$ cat src/rtl/lsu_pkg.sv
// Shared types and constants for the load/store bus master.
// LSU_SUBWORD_EN selects whether byte/halfword accesses are legal.
package lsu_pkg;

    localparam int unsigned WORD_W = 32;

    localparam logic [1:0] SZ_B = 2'b00;
    localparam logic [1:0] SZ_H = 2'b01;
    localparam logic [1:0] SZ_W = 2'b10;

    typedef enum logic [1:0] {
        IDLE = 2'd0,
        RD   = 2'd1,
        WR   = 2'd2,
        DONE = 2'd3
    } lsu_state_e;

    // An access the bus master refuses to issue; it completes with an error and no bus cycle.
    function automatic logic misaligned(input logic [1:0] size, input logic [1:0] addr_lo);
`ifdef LSU_SUBWORD_EN
        case (size)
            SZ_B:    return 1'b0;
            SZ_H:    return addr_lo[0];
            SZ_W:    return addr_lo != 2'b00;
            default: return 1'b1;
        endcase
`else
        return (size != SZ_W) || (addr_lo != 2'b00);
`endif
    endfunction

endpackage

$ cat src/rtl/lsu_align.sv
// Sub-word lane handling: load extract with sign/zero extension, and store merge.
// Instantiated only when LSU_SUBWORD_EN is defined.
module lsu_align
    import lsu_pkg::*;
(
    input  logic [WORD_W-1:0] rd_word_i,
    input  logic [WORD_W-1:0] mrg_word_i,
    input  logic [1:0]        addr_lo_i,
    input  logic [1:0]        size_i,
    input  logic              sext_i,
    input  logic [WORD_W-1:0] wdata_i,
    output logic [WORD_W-1:0] load_o,
    output logic [WORD_W-1:0] merge_o
);

    logic [WORD_W-1:0] shifted;
    logic [WORD_W-1:0] lane_mask;
    logic [WORD_W-1:0] lane_data;
    logic [7:0]        byte_v;
    logic [15:0]       half_v;

    always_comb begin
        // Aligned halfwords only occur at lane 0 or 2, so the byte shift also lands them.
        shifted = rd_word_i >> {addr_lo_i, 3'b000};
        byte_v  = shifted[7:0];
        half_v  = shifted[15:0];

        case (size_i)
            SZ_B:    load_o = {{24{sext_i & byte_v[7]}}, byte_v};
            SZ_H:    load_o = {{16{sext_i & half_v[15]}}, half_v};
            default: load_o = rd_word_i;
        endcase

        case (size_i)
            SZ_B: begin
                lane_mask = 32'h0000_00FF << {addr_lo_i, 3'b000};
                lane_data = {24'h0, wdata_i[7:0]} << {addr_lo_i, 3'b000};
            end
            SZ_H: begin
                lane_mask = 32'h0000_FFFF << {addr_lo_i[1], 4'b0000};
                lane_data = {16'h0, wdata_i[15:0]} << {addr_lo_i[1], 4'b0000};
            end
            default: begin
                lane_mask = '1;
                lane_data = wdata_i;
            end
        endcase

        merge_o = (mrg_word_i & ~lane_mask) | (lane_data & lane_mask);
    end

endmodule

$ cat src/rtl/lsu_bus_master.sv
// Single-outstanding load/store initiator issuing word-only bus cycles.
// Define LSU_SUBWORD_EN for byte/halfword support (read-modify-write stores).
module lsu_bus_master
    import lsu_pkg::*;
#(
    parameter int unsigned ADDR_W = 16
) (
    input  logic              clk,
    input  logic              rst_n,
    input  logic              req_i,
    input  logic              we_i,
    input  logic [1:0]        size_i,
    input  logic              sext_i,
    input  logic [31:0]       addr_i,
    input  logic [31:0]       wdata_i,
    output logic              ready_o,
    output logic              stall_o,
    output logic              done_o,
    output logic              err_o,
    output logic [31:0]       rdata_o,
    output logic              bus_wen_o,
    output logic [ADDR_W-1:0] bus_addr_o,
    output logic [31:0]       bus_wdata_o,
    input  logic [31:0]       bus_rdata_i
);

    lsu_state_e        state_q, state_d;
    logic              we_q, we_d;
    logic [1:0]        size_q, size_d;
    logic              sext_q, sext_d;
    logic [ADDR_W-1:0] addr_q, addr_d;
    logic [WORD_W-1:0] wdata_q, wdata_d;
    logic [WORD_W-1:0] word_q, word_d;
    logic [WORD_W-1:0] rdata_q, rdata_d;
    logic              err_q, err_d;
    logic [WORD_W-1:0] load_val;
    logic [WORD_W-1:0] store_val;
    logic [ADDR_W-1:0] word_addr;
    logic              unused_addr;

    assign word_addr   = {addr_q[ADDR_W-1:2], 2'b00};
    assign unused_addr = ^addr_i[31:ADDR_W];

`ifdef LSU_SUBWORD_EN
    lsu_align u_align (
        .rd_word_i  (bus_rdata_i),
        .mrg_word_i (word_q),
        .addr_lo_i  (addr_q[1:0]),
        .size_i     (size_q),
        .sext_i     (sext_q),
        .wdata_i    (wdata_q),
        .load_o     (load_val),
        .merge_o    (store_val)
    );
`else
    logic unused_cfg;
    assign load_val   = bus_rdata_i;
    assign store_val  = wdata_q;
    assign unused_cfg = ^{size_q, sext_q, addr_q[1:0], word_q};
`endif

    always_ff @(posedge clk or negedge rst_n) begin
        if (!rst_n) begin
            state_q <= IDLE;
            we_q    <= 1'b0;
            size_q  <= '0;
            sext_q  <= 1'b0;
            addr_q  <= '0;
            wdata_q <= '0;
            word_q  <= '0;
            rdata_q <= '0;
            err_q   <= 1'b0;
        end else begin
            state_q <= state_d;
            we_q    <= we_d;
            size_q  <= size_d;
            sext_q  <= sext_d;
            addr_q  <= addr_d;
            wdata_q <= wdata_d;
            word_q  <= word_d;
            rdata_q <= rdata_d;
            err_q   <= err_d;
        end
    end

    always_comb begin
        state_d     = state_q;
        we_d        = we_q;
        size_d      = size_q;
        sext_d      = sext_q;
        addr_d      = addr_q;
        wdata_d     = wdata_q;
        word_d      = word_q;
        rdata_d     = rdata_q;
        err_d       = err_q;
        ready_o     = 1'b0;
        stall_o     = 1'b0;
        done_o      = 1'b0;
        bus_wen_o   = 1'b0;
        bus_addr_o  = '0;
        bus_wdata_o = '0;

        case (state_q)
            IDLE: begin
                ready_o = 1'b1;
                stall_o = req_i;
                if (req_i) begin
                    we_d    = we_i;
                    size_d  = size_i;
                    sext_d  = sext_i;
                    addr_d  = addr_i[ADDR_W-1:0];
                    wdata_d = wdata_i;
                    rdata_d = '0;
                    err_d   = 1'b0;
                    if (misaligned(size_i, addr_i[1:0])) begin
                        err_d   = 1'b1;
                        state_d = DONE;
                    end else if (!we_i || size_i != SZ_W) begin
                        state_d = RD;
                    end else begin
                        state_d = WR;
                    end
                end
            end
            RD: begin
                stall_o    = 1'b1;
                bus_addr_o = word_addr;
                word_d     = bus_rdata_i;
                if (we_q) begin
                    state_d = WR;
                end else begin
                    rdata_d = load_val;
                    state_d = DONE;
                end
            end
            WR: begin
                stall_o     = 1'b1;
                bus_wen_o   = 1'b1;
                bus_addr_o  = word_addr;
                bus_wdata_o = store_val;
                state_d     = DONE;
            end
            DONE: begin
                done_o  = 1'b1;
                state_d = IDLE;
            end
            default: state_d = IDLE;
        endcase
    end

    assign rdata_o = rdata_q;
    assign err_o   = err_q;

endmodule
$ cat config.mk
export PLATFORM = sky130hd
export DESIGN_NAME = lsu_bus_master
export DESIGN_NICKNAME = d
export VERILOG_FILES = /design/src/rtl/lsu_pkg.sv /design/src/rtl/lsu_align.sv /design/src/rtl/lsu_bus_master.sv
export SDC_FILE = /design/constraint.sdc
export NUM_CORES = 1
export LEC_CHECK = 0
export BUFFER_PORTS_ARGS = -buffer_cell sky130_fd_sc_hd__buf_2
export CAP_MARGIN = 20
export CORE_MARGIN = 5
export CORE_UTILIZATION = 35
export DETAILED_ROUTE_END_ITERATION = 8
export GPL_TIMING_DRIVEN = 0
export SKIP_LAST_GASP = 1
export SYNTH_ARGS = -nofsm -noshare
export SYNTH_HDL_FRONTEND = slang
export SYNTH_HIERARCHICAL = 1
export SYNTH_SLANG_ARGS = --single-unit
$ cat constraint.sdc
create_clock -name clk -period 2.05 [get_ports clk]
set_input_delay 0.41 -clock clk [delete_from_list [all_inputs] [get_ports clk]]
set_output_delay 0.41 -clock clk [all_outputs]
set_load 0.01 [all_outputs]
==> results.json <==
{
  "dr.first_iter.drc_count": 91,
  "fmax_mhz": 513,
  "first_global_vias": 3072,
  "max-vdd-ir-drop_v": 0.000670,
  "outcome": "finished clean",
  "place_congestion": 0.765,
  "critPathKind": "reg -> out",
  "reg2reg_depth": 7,
  "synth_edf_count": 0,
  "synthCells": 314,
  "num_vias": 2819,
  "slew_viol_final": 0,
  "drive_gt1_share_pct": 51.1,
  "hold_viol_final": 0,
  "std_cell_rows": 37,
  "first_pass_iters": 4,
  "p_per_area_nw_per_um2": 1610,
  "cp-start-kind": "flop",
  "start_util_pct": 36.1,
  "final_cell_mix": "buf_2 (171), dfrtp_1 (81), mux2_2 (47)",
  "cts_max_path_buffers": 2,
  "avgSynthCellArea_um2": 11.9,
  "cp_cell_sequence": "inv_2 > ha_4 > nand2_2 > buf_6 > a21oi_2 > buf_4",
  "cts_tree": "built",
  "worst_pin_slew_ps": 531,
  "antenna_left": 0,
  "drc_errors": 0,
  "io_buffers": 168,
  "endpoint_kind": "primary output",
  "timing.final.crit_share_pct": 95.0,
  "ctsHtreeMaxLevel": 3,
  "io_pins": 188,
  "reg2reg_to": "rdata_o[23]",
  "final.setup.worst_slack_ps": 101,
  "rrSetupSlack_ps": 150,
  "synthToLayoutAreaGrowth_pct": 34.7,
  "cp_num_buf_inv": 3,
  "grt_use_total_pct": 14.6,
  "die_h_um": 113,
  "seqCellArea_um2": 2050,
  "antenna_found_initial": 0,
  "synthesis.area_um2": 3740,
  "root_buffer": "clkbuf_8",
  "viasPerCell": 4.43,
  "clock_skew_ps": 8.31,
  "clock_sinks": 82,
  "synthArstFlopShare_pct": 100,
  "leakagePower_nw": 2.63,
  "clk_pin_slew_ps": 80,
  "clk-insertion-delay-late_ps": 350,
  "grt_pass1_wl_um": 15100,
  "multi_input_area_um2": 1480,
  "rr_startpoint": "state_q[1]",
  "crit_fanout": 10,
  "cpMaxStageDelayCell": "dfrtp_1",
  "core_um2": 10400,
  "synth_ff_type": "dfrtp_1",
  "setup_viol_count_final": 0,
  "crit_required_ps": 1640,
  "crit_arrival_ps": 1540,
  "tns_ps": 0,
  "insertedDiodeCount": 0,
  "ctsHoldBuffers": 0,
  "cap_violations": 0,
  "totalWireLength_um": 9080,
  "min_path_type": "in -> async",
  "ys_seq_area_share_pct": 54.9,
  "dieArea_um2": 12900,
  "synthDistinctLibCells": 21,
  "numCtsBuffers": 9,
  "crit_family": "flip-flops",
  "slew_headroom_pct": 64.6,
  "fillers": 985,
  "dp_hpwl_um": 7000,
  "min_period_ps": 1950,
  "layout_commonest_cell": "buf_2",
  "pre_cts_ws_ps": 53.1,
  "grt_setup_unrepaired": "true",
  "fin_nets": 606,
  "fin_hold_ws_ps": 31.9,
  "synth-seq-cells": 82,
  "die_width_um": 113,
  "grt_overflow_total": 0,
  "ys_warn_count": 6,
  "wl_per_cell_um": 14.3,
  "grt_max_degree": 45,
  "slowest_delay_ps": 430
}
[worst max path at each step]
stage | startpoint | to | cells after the start
after global routing | state_q[1] | stall_o | 6
after CTS | state_q[0] | bus_wdata_o[11] | 5
after global placement | rst_n | addr_q[9] | 1
after floorplan | state_q[0] | stall_o | 5
final | state_q[1] | stall_o | 6
after detailed placement | state_q[0] | stall_o | 6
[metrics by stage]
stage                     util (%)  total power, W  area, um2  std cells
after global placement        45.8         0.00684       4750        619
after floorplan                  -         0.00544       3740        315
after CTS                     48.4         0.00826       5020        638
after detailed placement      46.1         0.00694       4780        620
after global routing          48.6         0.00883       5040        637
final                         48.6         0.00814       5040        637
[sequential cells by signal, summed over array words and instances (netlist names)]
name       flops
store_val     32
addr_q        14
we_q           1
state_q        2
rdata_o       32
err_o          1
[metal layers]
metal  global-route usage [%]  routed length (um)  vias up
met3                     8.06                1170       12
met4                     5.05                 131        0
met5                        0                   0        -
met2                     22.8                4070      123
li1                         -                   -     1364
met1                     17.1                3720     1320
[where the power goes]
part	switching, W	total, W	internal [W]
logic	0.00208	0.00417	0.00209
clock network	0.000579	0.00114	0.000560
registers	0.000389	0.00283	0.00244
[Yosys cell counts, types with 2 or more instances]
master | number | area share (%)
mux2_2 | 47 | 14
buf_2 | 5 | 0.67
nand2_1 | 34 | 3.4
o21ai_0 | 3 | 0.40
a21oi_1 | 2 | 0.27
buf_8 | 3 | 1.2
dfrtp_1 | 82 | 55
inv_1 | 36 | 3.6
ha_1 | 6 | 2.0
buf_4 | 2 | 0.40
and2_1 | 46 | 7.7
clkbuf_1 | 7 | 0.70
o22ai_1 | 2 | 0.33
mux2i_1 | 32 | 8.6
[final cells by class]
class	instances	share of cell area, %
plain buffers	16	2.43
clock buffers	11	2.61
clock inverters	4	1.07
inverters	36	2.68
multi-input cells	180	29.3
flip-flops and latches	82	40.7
well taps	136	3.38
repair buffers	172	17.8
[cells by family (layout without fill, tap and decap cells)]
logic type	Yosys count	count (layout)	share of synthesized area (%)
AO/OA/AOI/OAI	8	8	1.54
adder cells (fa/ha/maj)	6	6	2.01
other	1	2	0.100
multiplexers	79	79	22.7
AND/OR/NAND/NOR	85	85	12.2
flip-flops	82	82	54.9
buffers and inverters	53	239	6.59
[repair_timing]
| item | CTS | global route |
|---|---|---|
| endpoints found under the setup margin | 41 | 41 |
| pin swaps | 1 | 0 |
| setup buffers | 3 | 0 |
| resized for setup | 13 | 8 |
Power figures use the tool's default switching activity.
